==> src/rtl/xgmii_tx_scheduler.sv <==
// 64-bit MAC to 32-bit XGMII TX scheduler: splits words lower-half first, inserts
// full-width idles at 64-bit boundaries, honours PCS pause. Stats via XGMII_TX_SCHED_STATS_EN.
module xgmii_tx_scheduler #(
    parameter logic [7:0] IDLE_CHAR = 8'h07
) (
    input  logic        i_clk,
    input  logic        i_reset,
    input  logic [63:0] i_mac_txd,
    input  logic [7:0]  i_mac_txc,
    input  logic        i_mac_valid,
    output logic        o_mac_ready,
    output logic [31:0] o_xgmii_txd,
    output logic [3:0]  o_xgmii_txc,
    output logic        o_xgmii_valid,
    input  logic        i_xgmii_pause
`ifdef XGMII_TX_SCHED_STATS_EN
    ,
    output logic [15:0] o_idle_words,
    output logic [15:0] o_pause_cycles
`endif
);

    localparam int unsigned HALF_W = 32;
    localparam int unsigned CTL_W  = 4;
    localparam int unsigned CNT_W  = 16;

    localparam logic [HALF_W-1:0] IDLE_TXD = {4{IDLE_CHAR}};
    localparam logic [CTL_W-1:0]  IDLE_TXC = 4'hF;

    typedef enum logic {
        PH_LO = 1'b0,
        PH_HI = 1'b1
    } phase_e;

    phase_e             phase_q, phase_d;
    logic [HALF_W-1:0]  txd_q, txd_d;
    logic [CTL_W-1:0]   txc_q, txc_d;
    logic               valid_q, valid_d;
    logic [HALF_W-1:0]  hold_txd_q, hold_txd_d;
    logic [CTL_W-1:0]   hold_txc_q, hold_txc_d;
    logic               idle_ins;

    // Ready is combinational from pause so a paused LO cycle never handshakes.
    assign o_mac_ready = (phase_q == PH_LO) && !i_xgmii_pause && !i_reset;

    always_comb begin
        phase_d    = phase_q;
        txd_d      = txd_q;
        txc_d      = txc_q;
        valid_d    = 1'b0;
        hold_txd_d = hold_txd_q;
        hold_txc_d = hold_txc_q;
        idle_ins   = 1'b0;
        if (!i_xgmii_pause) begin
            valid_d = 1'b1;
            if (phase_q == PH_LO) begin
                phase_d = PH_HI;
                if (i_mac_valid) begin
                    txd_d      = i_mac_txd[31:0];
                    txc_d      = i_mac_txc[3:0];
                    hold_txd_d = i_mac_txd[63:32];
                    hold_txc_d = i_mac_txc[7:4];
                end else begin
                    idle_ins   = 1'b1;
                    txd_d      = IDLE_TXD;
                    txc_d      = IDLE_TXC;
                    hold_txd_d = IDLE_TXD;
                    hold_txc_d = IDLE_TXC;
                end
            end else begin
                phase_d = PH_LO;
                txd_d   = hold_txd_q;
                txc_d   = hold_txc_q;
            end
        end
    end

    always_ff @(posedge i_clk) begin
        if (i_reset) begin
            phase_q    <= PH_LO;
            txd_q      <= IDLE_TXD;
            txc_q      <= IDLE_TXC;
            valid_q    <= 1'b0;
            hold_txd_q <= IDLE_TXD;
            hold_txc_q <= IDLE_TXC;
        end else begin
            phase_q    <= phase_d;
            txd_q      <= txd_d;
            txc_q      <= txc_d;
            valid_q    <= valid_d;
            hold_txd_q <= hold_txd_d;
            hold_txc_q <= hold_txc_d;
        end
    end

    assign o_xgmii_txd   = txd_q;
    assign o_xgmii_txc   = txc_q;
    assign o_xgmii_valid = valid_q;

`ifdef XGMII_TX_SCHED_STATS_EN
    logic [CNT_W-1:0] idle_words_q, idle_words_d;
    logic [CNT_W-1:0] pause_cycles_q, pause_cycles_d;

    // Saturating event counters.
    always_comb begin
        idle_words_d   = idle_words_q;
        pause_cycles_d = pause_cycles_q;
        if (idle_ins && (idle_words_q != {CNT_W{1'b1}})) begin
            idle_words_d = idle_words_q + CNT_W'(1);
        end
        if (i_xgmii_pause && (pause_cycles_q != {CNT_W{1'b1}})) begin
            pause_cycles_d = pause_cycles_q + CNT_W'(1);
        end
    end

    always_ff @(posedge i_clk) begin
        if (i_reset) begin
            idle_words_q   <= '0;
            pause_cycles_q <= '0;
        end else begin
            idle_words_q   <= idle_words_d;
            pause_cycles_q <= pause_cycles_d;
        end
    end

    assign o_idle_words   = idle_words_q;
    assign o_pause_cycles = pause_cycles_q;
`endif

endmodule
==> config.mk <==
export PLATFORM = sky130hd
export DESIGN_NAME = xgmii_tx_scheduler
export DESIGN_NICKNAME = d
export VERILOG_FILES = /design/src/rtl/xgmii_tx_scheduler.sv
export SDC_FILE = /design/constraint.sdc
export NUM_CORES = 1
export LEC_CHECK = 0
export BUFFER_PORTS_ARGS = -buffer_cell sky130_fd_sc_hd__buf_2
export CAP_MARGIN = 10
export CORE_UTILIZATION = 53
export DETAILED_ROUTE_END_ITERATION = 6
export PLACE_DENSITY = 0.93
export SYNTH_ARGS = -nofsm -noshare
export SYNTH_HDL_FRONTEND = slang
export SYNTH_SLANG_ARGS = --single-unit
export TNS_END_PERCENT = 20
==> constraint.sdc <==
create_clock -name i_clk -period 1.95 [get_ports i_clk]
set_input_delay 0.195 -clock i_clk [delete_from_list [all_inputs] [get_ports i_clk]]
set_output_delay 0.195 -clock i_clk [all_outputs]
set_load 0.02 [all_outputs]
==> flow_summary_export.csv, run 1 <==
group,metric,value,unit
status,status,"finished clean",
finish,drive_gt1_share,32.8,%
critical_path,path_max_fanout,49,
place,pre_cts_slack,0.454,ns
global_route,grt_max_degree,62,
clock_tree,clock_latency,0.34,ns
clock_tree,root_buffer,"clkbuf_8",
global_route,grt_pass1_vias,2618,
global_route,grt_pass1_wl,11900,um
sta,layout_setup_ws,0.350,ns
logic_synthesis,seq_area_frac_synth,46.0,%
logic_synthesis,synth_cell_types,21,
floorplanning,dieWidth,79.9,um
clock_tree,cts_tree,"yes",
sta,grt_setup_unrepaired,"false",
sta,maxSlewViolCount,0,
route,drc_errors,0,
finish,fill_cells,474,
route,viasPerCell,5.64,
clock_tree,numCtsBuffers,9,
global_route,grt_usage,24.2,%
clock_tree,cts_max_path_buffers,2,
global_route,grt-ovfl-total,0,
logic_synthesis,synth_edf_count,0,
logic_synthesis,synth_fp_nets,407,
sta,fin_setup_tns,0,ns
critical_path,worstPathRequired,1.75,ns
floorplanning,initial_core_util,54.7,%
floorplanning,row_count,28,
floorplanning,ioPinCount,114,
sta,hold_viol,0,
pwr,power_frac_seq,51.2,%
pwr,power.total,3.22,mW
floorplanning,dieArea,6390,um2
route,totalWireLength,7640,um
logic_synthesis,netlist.top_cell.by_area,"dfxtp_1",
pwr,p_int,2.32,mW
pwr,combinationalPowerShare,16.5,%
place,port_buffers,113,
floorplanning,core,5890,um2
logic_synthesis,synth-seq-cells,74,
critical_path,critPathLaunchType,"flop",
logic_synthesis,netlist_top_cells_area,"dfxtp_1 (46%), a21oi_1 (5.6%), a221oi_1 (5.4%)",
route,wl_per_cell,15.0,um
place,place.gp.congestion,0.746,
place,hpwl,5200,um
sta,finClkSkew,0.00613,ns
logic_synthesis,synth_area,3220,um2
logic_synthesis,synthMostInstantiatedCell,"dfxtp_1",
floorplanning,chipHeight,79.9,um
sta,period_minus_slack,1.60,ns
sta,tightest_slew,0.552,ns
clock_tree,cts.sinks,74,
critical_path,crit_type,"reg2out",
logic_synthesis,async_flop_share,0,%
logic_synthesis,syn_inst,331,
finish,nets,504,
pwr,p_clk_share,32.3,%
pwr,swShare,27.9,%
logic_synthesis,synth_flop_cell,"dfxtp_1",
global_route,antenna_found_initial,0,
place,dpl_cell_area,3790,um2
clock_tree,cts_resized,0,
logic_synthesis,yosysWarnings,0,
finish,fin_area,3960,um2
critical_path,end_kind,"primary output",
critical_path,cpPeakStageDelay,0.54,ns
route,drtAntennaViolNets,0,
pwr,ir_drop,0.519,mV
sta,fin_crit_sh,82.0,%
run,maxCapViolations,0,
finish,syn2layout_area_growth,23.0,%
critical_path,critPathArrivalTime,1.40,ns
pwr,power_switching,0.899,mW
clock_tree,post_cts_buffers,0,
clock_tree,clk_pin_slew,0.08,ns
route,drtPass1Iterations,4,
sta,clock.fmax,625,MHz
critical_path,cp_cell_sequence,"buf_12 > nor3_1 > buf_2",
sta,slew_headroom,63.2,%
pwr,power_density,813,nW/um2
finish,diodes,0,
sta,setup_viol,0,
logic_synthesis,synthTopCellsByCount,"dfxtp_1 (74), a21oi_1 (36)",
worst_hold_path,min_path_type,"in2reg",
route,num_vias,2863,
pwr,p_leak,1.70,nW
logic_synthesis,yosysTopAreaCellShare,46.0,%
logic_synthesis,syn_avg_cell_area,9.73,um2
clock_tree,postCtsHoldBufs,0,
critical_path,critPathSlowestCell,"dfxtp_2",
clock_tree,cts.htree.levels,3,
route,drt_iter0_markers,182,
layout by cell type, fill, tap and decap left out:
| master | count |
|---|---|
| or4b_1 | 16 |
| nor4b_2 | 1 |
| nor3_1 | 1 |
| buf_4 | 12 |
| clkbuf_1 | 1 |
| o31ai_1 | 16 |
| o21bai_1 | 16 |
| a21o_1 | 16 |
| buf_2 | 112 |
| nor2b_1 | 16 |
| o21ba_1 | 1 |
| a21oi_1 | 36 |
| inv_1 | 20 |
| a22o_1 | 20 |
| clkinv_2 | 3 |
| nand3b_1 | 20 |
| xor2_1 | 1 |
| dfxtp_1 | 73 |
| dfxtp_2 | 1 |
| clkbuf_8 | 10 |
| nor2_1 | 2 |
| a221oi_1 | 20 |
| nor3b_1 | 16 |
| buf_12 | 1 |
| clkinvlp_4 | 2 |
through the flow:
stage	utilization (%)	hold slack (ns)	std cells
global route	67.3	0.0486	508
floorplan	-	0.321	331
finish	67.3	0.0533	508
CTS	67.3	0.0480	508
detailed placement	64.4	0.409	492
global placement	64.4	0.405	492
path summary, 6_finish.rpt:
| path | startpoint | endpoint | slack [ns] | depth (start not counted) |
|---|---|---|---|---|
| min | i_mac_txd[36] | hold_txd_q[4] | 0.05 | 2 |
| max | phase_q | o_mac_ready | 0.35 | 3 |
| min reg2reg | o_xgmii_txd[13] | o_xgmii_txd[13] | 0.47 | 2 |
| max reg2reg | phase_q | hold_txd_q[8] | 0.46 | 3 |
metal layers:
layer,GRT usage [%],vias to the layer above,part of all wire [%]
met3,4.34,15,4.5
met5,0,-,0
li1,-,1413,-
met1,30.1,1343,45
met2,40.3,92,49
met4,11.4,0,2.0
cell families (layout without fill, tap and decap cells):
family | count (synthesis) | after routing | synth area share [%]
AO/OA/AOI/OAI | 125 | 125 | 28.0
flip-flops | 74 | 74 | 46.0
AND/OR/NAND/NOR | 72 | 72 | 17.1
buffers and inverters | 59 | 161 | 8.59
XOR/XNOR | 1 | 1 | 0.272
area by class of cell:
class                   count  area [um2]  share of cell area, %
well taps                  75        93.8                   2.37
multi-input cells         198        1470                   37.0
flip-flops and latches     74        1480                   37.4
inverters                  20        75.1                   1.90
repair buffers            125         671                   16.9
clock buffers              11         141                   3.57
clock inverters             5        30.0                  0.758
critical path: cells and delay by family (launching register included):
family                 cells  cell delay (ns)
buffers and inverters      2             0.43
AND/OR/NAND/NOR            1             0.07
flip-flops                 1             0.54
state kept, by name, summed over array words and instances (netlist names):
register       flops
o_xgmii_txd       32
o_xgmii_txc        4
hold_txc_q         4
phase_q            1
o_xgmii_valid      1
hold_txd_q        32
power groups by stage:
stage / Combinational, mW / Sequential (mW) / Clock [mW]
finish: 0.530 / 1.65 / 1.04
global route: 0.580 / 1.66 / 1.13
floorplan: 0.298 / 1.73 / 0
CTS: 0.530 / 1.65 / 1.06
detailed placement: 0.528 / 1.68 / 0
global placement: 0.515 / 1.68 / 0
Note: power is estimated with default switching activity, not from simulation.
==> run 2, diff against run 1 <==
--- a/config.mk
+++ b/config.mk
@@ -5,11 +5,12 @@
 export SDC_FILE = /design/constraint.sdc
 export NUM_CORES = 1
 export LEC_CHECK = 0
+export ABC_AREA = 1
 export BUFFER_PORTS_ARGS = -buffer_cell sky130_fd_sc_hd__buf_2
 export CAP_MARGIN = 10
-export CORE_UTILIZATION = 53
+export CORE_UTILIZATION = 50
 export DETAILED_ROUTE_END_ITERATION = 6
-export PLACE_DENSITY = 0.93
+export PLACE_DENSITY = 0.88
 export SYNTH_ARGS = -nofsm -noshare
 export SYNTH_HDL_FRONTEND = slang
 export SYNTH_SLANG_ARGS = --single-unit
==> constraint.sdc (replaced) <==
create_clock -name i_clk -period 1.6 [get_ports i_clk]
set_input_delay 0.16 -clock i_clk [delete_from_list [all_inputs] [get_ports i_clk]]
set_output_delay 0.16 -clock i_clk [all_outputs]
set_load 0.02 [all_outputs]
==> flow_summary_export.csv, run 2 <==
group,metric,value,unit
route,viasPerCell,5.05,
critical_path,end_kind,"primary output",
logic_synthesis,synth_area,3430,um2
finish,multi_input_comb_area,1570,um2
logic_synthesis,synthTopCellsByCount,"nand2_1 (145), dfxtp_1 (74), nor2_1 (61)",
global_route,antenna_found_initial,0,
finish,nets,654,
logic_synthesis,syn_inst,481,
clock_tree,post_cts_buffers,0,
finish,fin_area,4190,um2
place,port_buffers,113,
critical_path,critical_path.top_delay_family,"flip-flops",
sta,maxSlewViolCount,0,
sta,fin_crit_sh,85.4,%
clock_tree,cts.sinks,74,
critical_path,crit_type,"reg2out",
critical_path,crit_buf_inv,2,
status,failed_checks,"design-rule violations",
floorplanning,dieArea,7190,um2
logic_synthesis,synth_flop_cell,"dfxtp_1",
finish,diodes,0,
floorplanning,row_count,29,
floorplanning,core,6490,um2
place,hpwl,5690,um
finish,fill_cells,555,
finish,drive_gt1_share,29.7,%
floorplanning,ioPinCount,114,
global_route,grt_pass1_vias,3125,
route,totalWireLength,8330,um
finish,final_cell_mix,"nand2_1 (145), buf_2 (113), dfxtp_1 (73)",
route,drtPass1Iterations,7,
clock_tree,cts.htree.levels,3,
pwr,p_leak,2.20,nW
status,status,"finished, violations left",
sta,setup_viol,0,
logic_synthesis,synth_cell_types,21,
route,drt_iter0_markers,176,
clock_tree,clock_latency,0.34,ns
clock_tree,cts_tree,"yes",
route,wl_per_cell,12.6,um
global_route,grt_max_degree,41,
clock_tree,clk_pin_slew,0.08,ns
global_route,grt_pass1_wl,13700,um
finish,final_common_cell,"nand2_1",
critical_path,worstPathRequired,1.44,ns
global_route,grt_usage,23.7,%
critical_path,critPathLaunchType,"flop",
critical_path,path_max_fanout,6,
sta,slew_headroom,44.5,%
logic_synthesis,yosysWarnings,0,
worst_hold_path,min_path_type,"in2reg",
sta,tightest_slew,0.831,ns
clock_tree,root_buffer,"clkbuf_8",
logic_synthesis,netlist_top_cells_area,"dfxtp_1 (43%), nand2_1 (16%), nor2_1 (6.7%)",
logic_synthesis,seq_area_frac_synth,43.2,%
logic_synthesis,syn_avg_cell_area,7.13,um2
sta,hold_viol,0,
sta,period_minus_slack,1.37,ns
clock_tree,numCtsBuffers,9,
sta,clock.fmax,732,MHz
finish,seqCellArea,1480,um2
logic_synthesis,yosysTopAreaCellShare,43.2,%
critical_path,critPathSlowestCell,"dfxtp_2",
clock_tree,cts_max_path_buffers,2,
global_route,grt-ovfl-total,0,
clock_tree,postCtsHoldBufs,0,
run,maxCapViolations,0,
pwr,power_density,1070,nW/um2
logic_synthesis,synth-seq-cells,74,
finish,final_util,64.4,%
logic_synthesis,synth_fp_nets,557,
clock_tree,cts_resized,0,
pwr,ir_drop,0.476,mV
critical_path,cpPeakStageDelay,0.37,ns
floorplanning,initial_core_util,52.8,%
route,num_vias,3326,
logic_synthesis,async_flop_share,0,%
critical_path,critPathArrivalTime,1.21,ns
finish,syn2layout_area_growth,22.1,%
logic_synthesis,synth_edf_count,0,
place,dpl_cell_area,3950,um2
sta,fin_setup_tns,0,ns
place,place.gp.congestion,0.815,
route,drtAntennaViolNets,0,
floorplanning,dieWidth,84.8,um
logic_synthesis,netlist.top_cell.by_area,"dfxtp_1",
route,drc_errors,7,
floorplanning,chipHeight,84.8,um
sta,grt_setup_unrepaired,"false",
sta,finClkSkew,0.00921,ns
critical_path,cp_cell_sequence,"inv_2 > nand2_2 > nor2_1 > buf_2",
logic_synthesis,synthMostInstantiatedCell,"nand2_1",
run 2: final cells by class:
cell class | instances | share of cell area, %
inverters | 36 | 3.29
multi-input cells | 335 | 37.5
clock inverters | 4 | 2.36
clock buffers | 11 | 3.38
well taps | 77 | 2.30
repair buffers | 122 | 15.7
flip-flops and latches | 74 | 35.4
run 2: through the flow:
stage          setup WS, ns  total power [mW]  cells  hold WS [ns]
5_1_grt               0.170              4.65    659        0.0367
3_3_place_gp          0.399              2.73    644         0.374
6_report              0.234              4.47    659        0.0343
3_5_place_dp          0.306              2.75    644         0.378
2_1_floorplan         0.368              2.54    481         0.291
4_1_cts               0.229              4.48    659        0.0245
run 2: cell families (layout without fill, tap and decap cells):
family / Yosys count / count (layout) / share of synthesized area, %
and+or+nand+nor: 266 / 266 / 34.6
DFF: 74 / 74 / 43.2
buffers and inverters: 72 / 173 / 11.0
AOI/OAI and AO/OA: 69 / 69 / 11.2
run 2: worst min-delay path, delay by kind of cell:
family,cells,cell delay [ns]
AND/OR/NAND/NOR,2,0.11
buffers and inverters,1,0.07
run 2: path summary, 6_finish.rpt:
path / start / depth (start not counted) / end / slack, ns
hold / removal: i_mac_txd[54] / 3 / hold_txd_q[22] / 0.03
hold reg to reg: hold_txd_q[14] / 2 / hold_txd_q[14] / 0.47
setup / recovery: phase_q / 4 / o_mac_ready / 0.23
setup reg to reg: phase_q / 5 / o_xgmii_txd[5] / 0.39
run 2: metal layers:
layer  part of all wire [%]  vias up  wire length, um  track usage, %
li1                       -     1699                -               -
met1                     45     1495             3720            29.3
met2                     46      110             3850            38.4
met3                    6.1       22              506            5.90
met4                    3.0        0              247            12.6
met5                      0        -                0               0
run 2: power by group:
| group | internal (mW) | switching, mW | total [mW] |
|---|---|---|---|
| Sequential | 1.96 | 0.0616 | 2.02 |
| Clock | 1.08 | 0.677 | 1.75 |
| Combinational | 0.256 | 0.441 | 0.697 |
| Total | 3.29 | 1.18 | 4.47 |
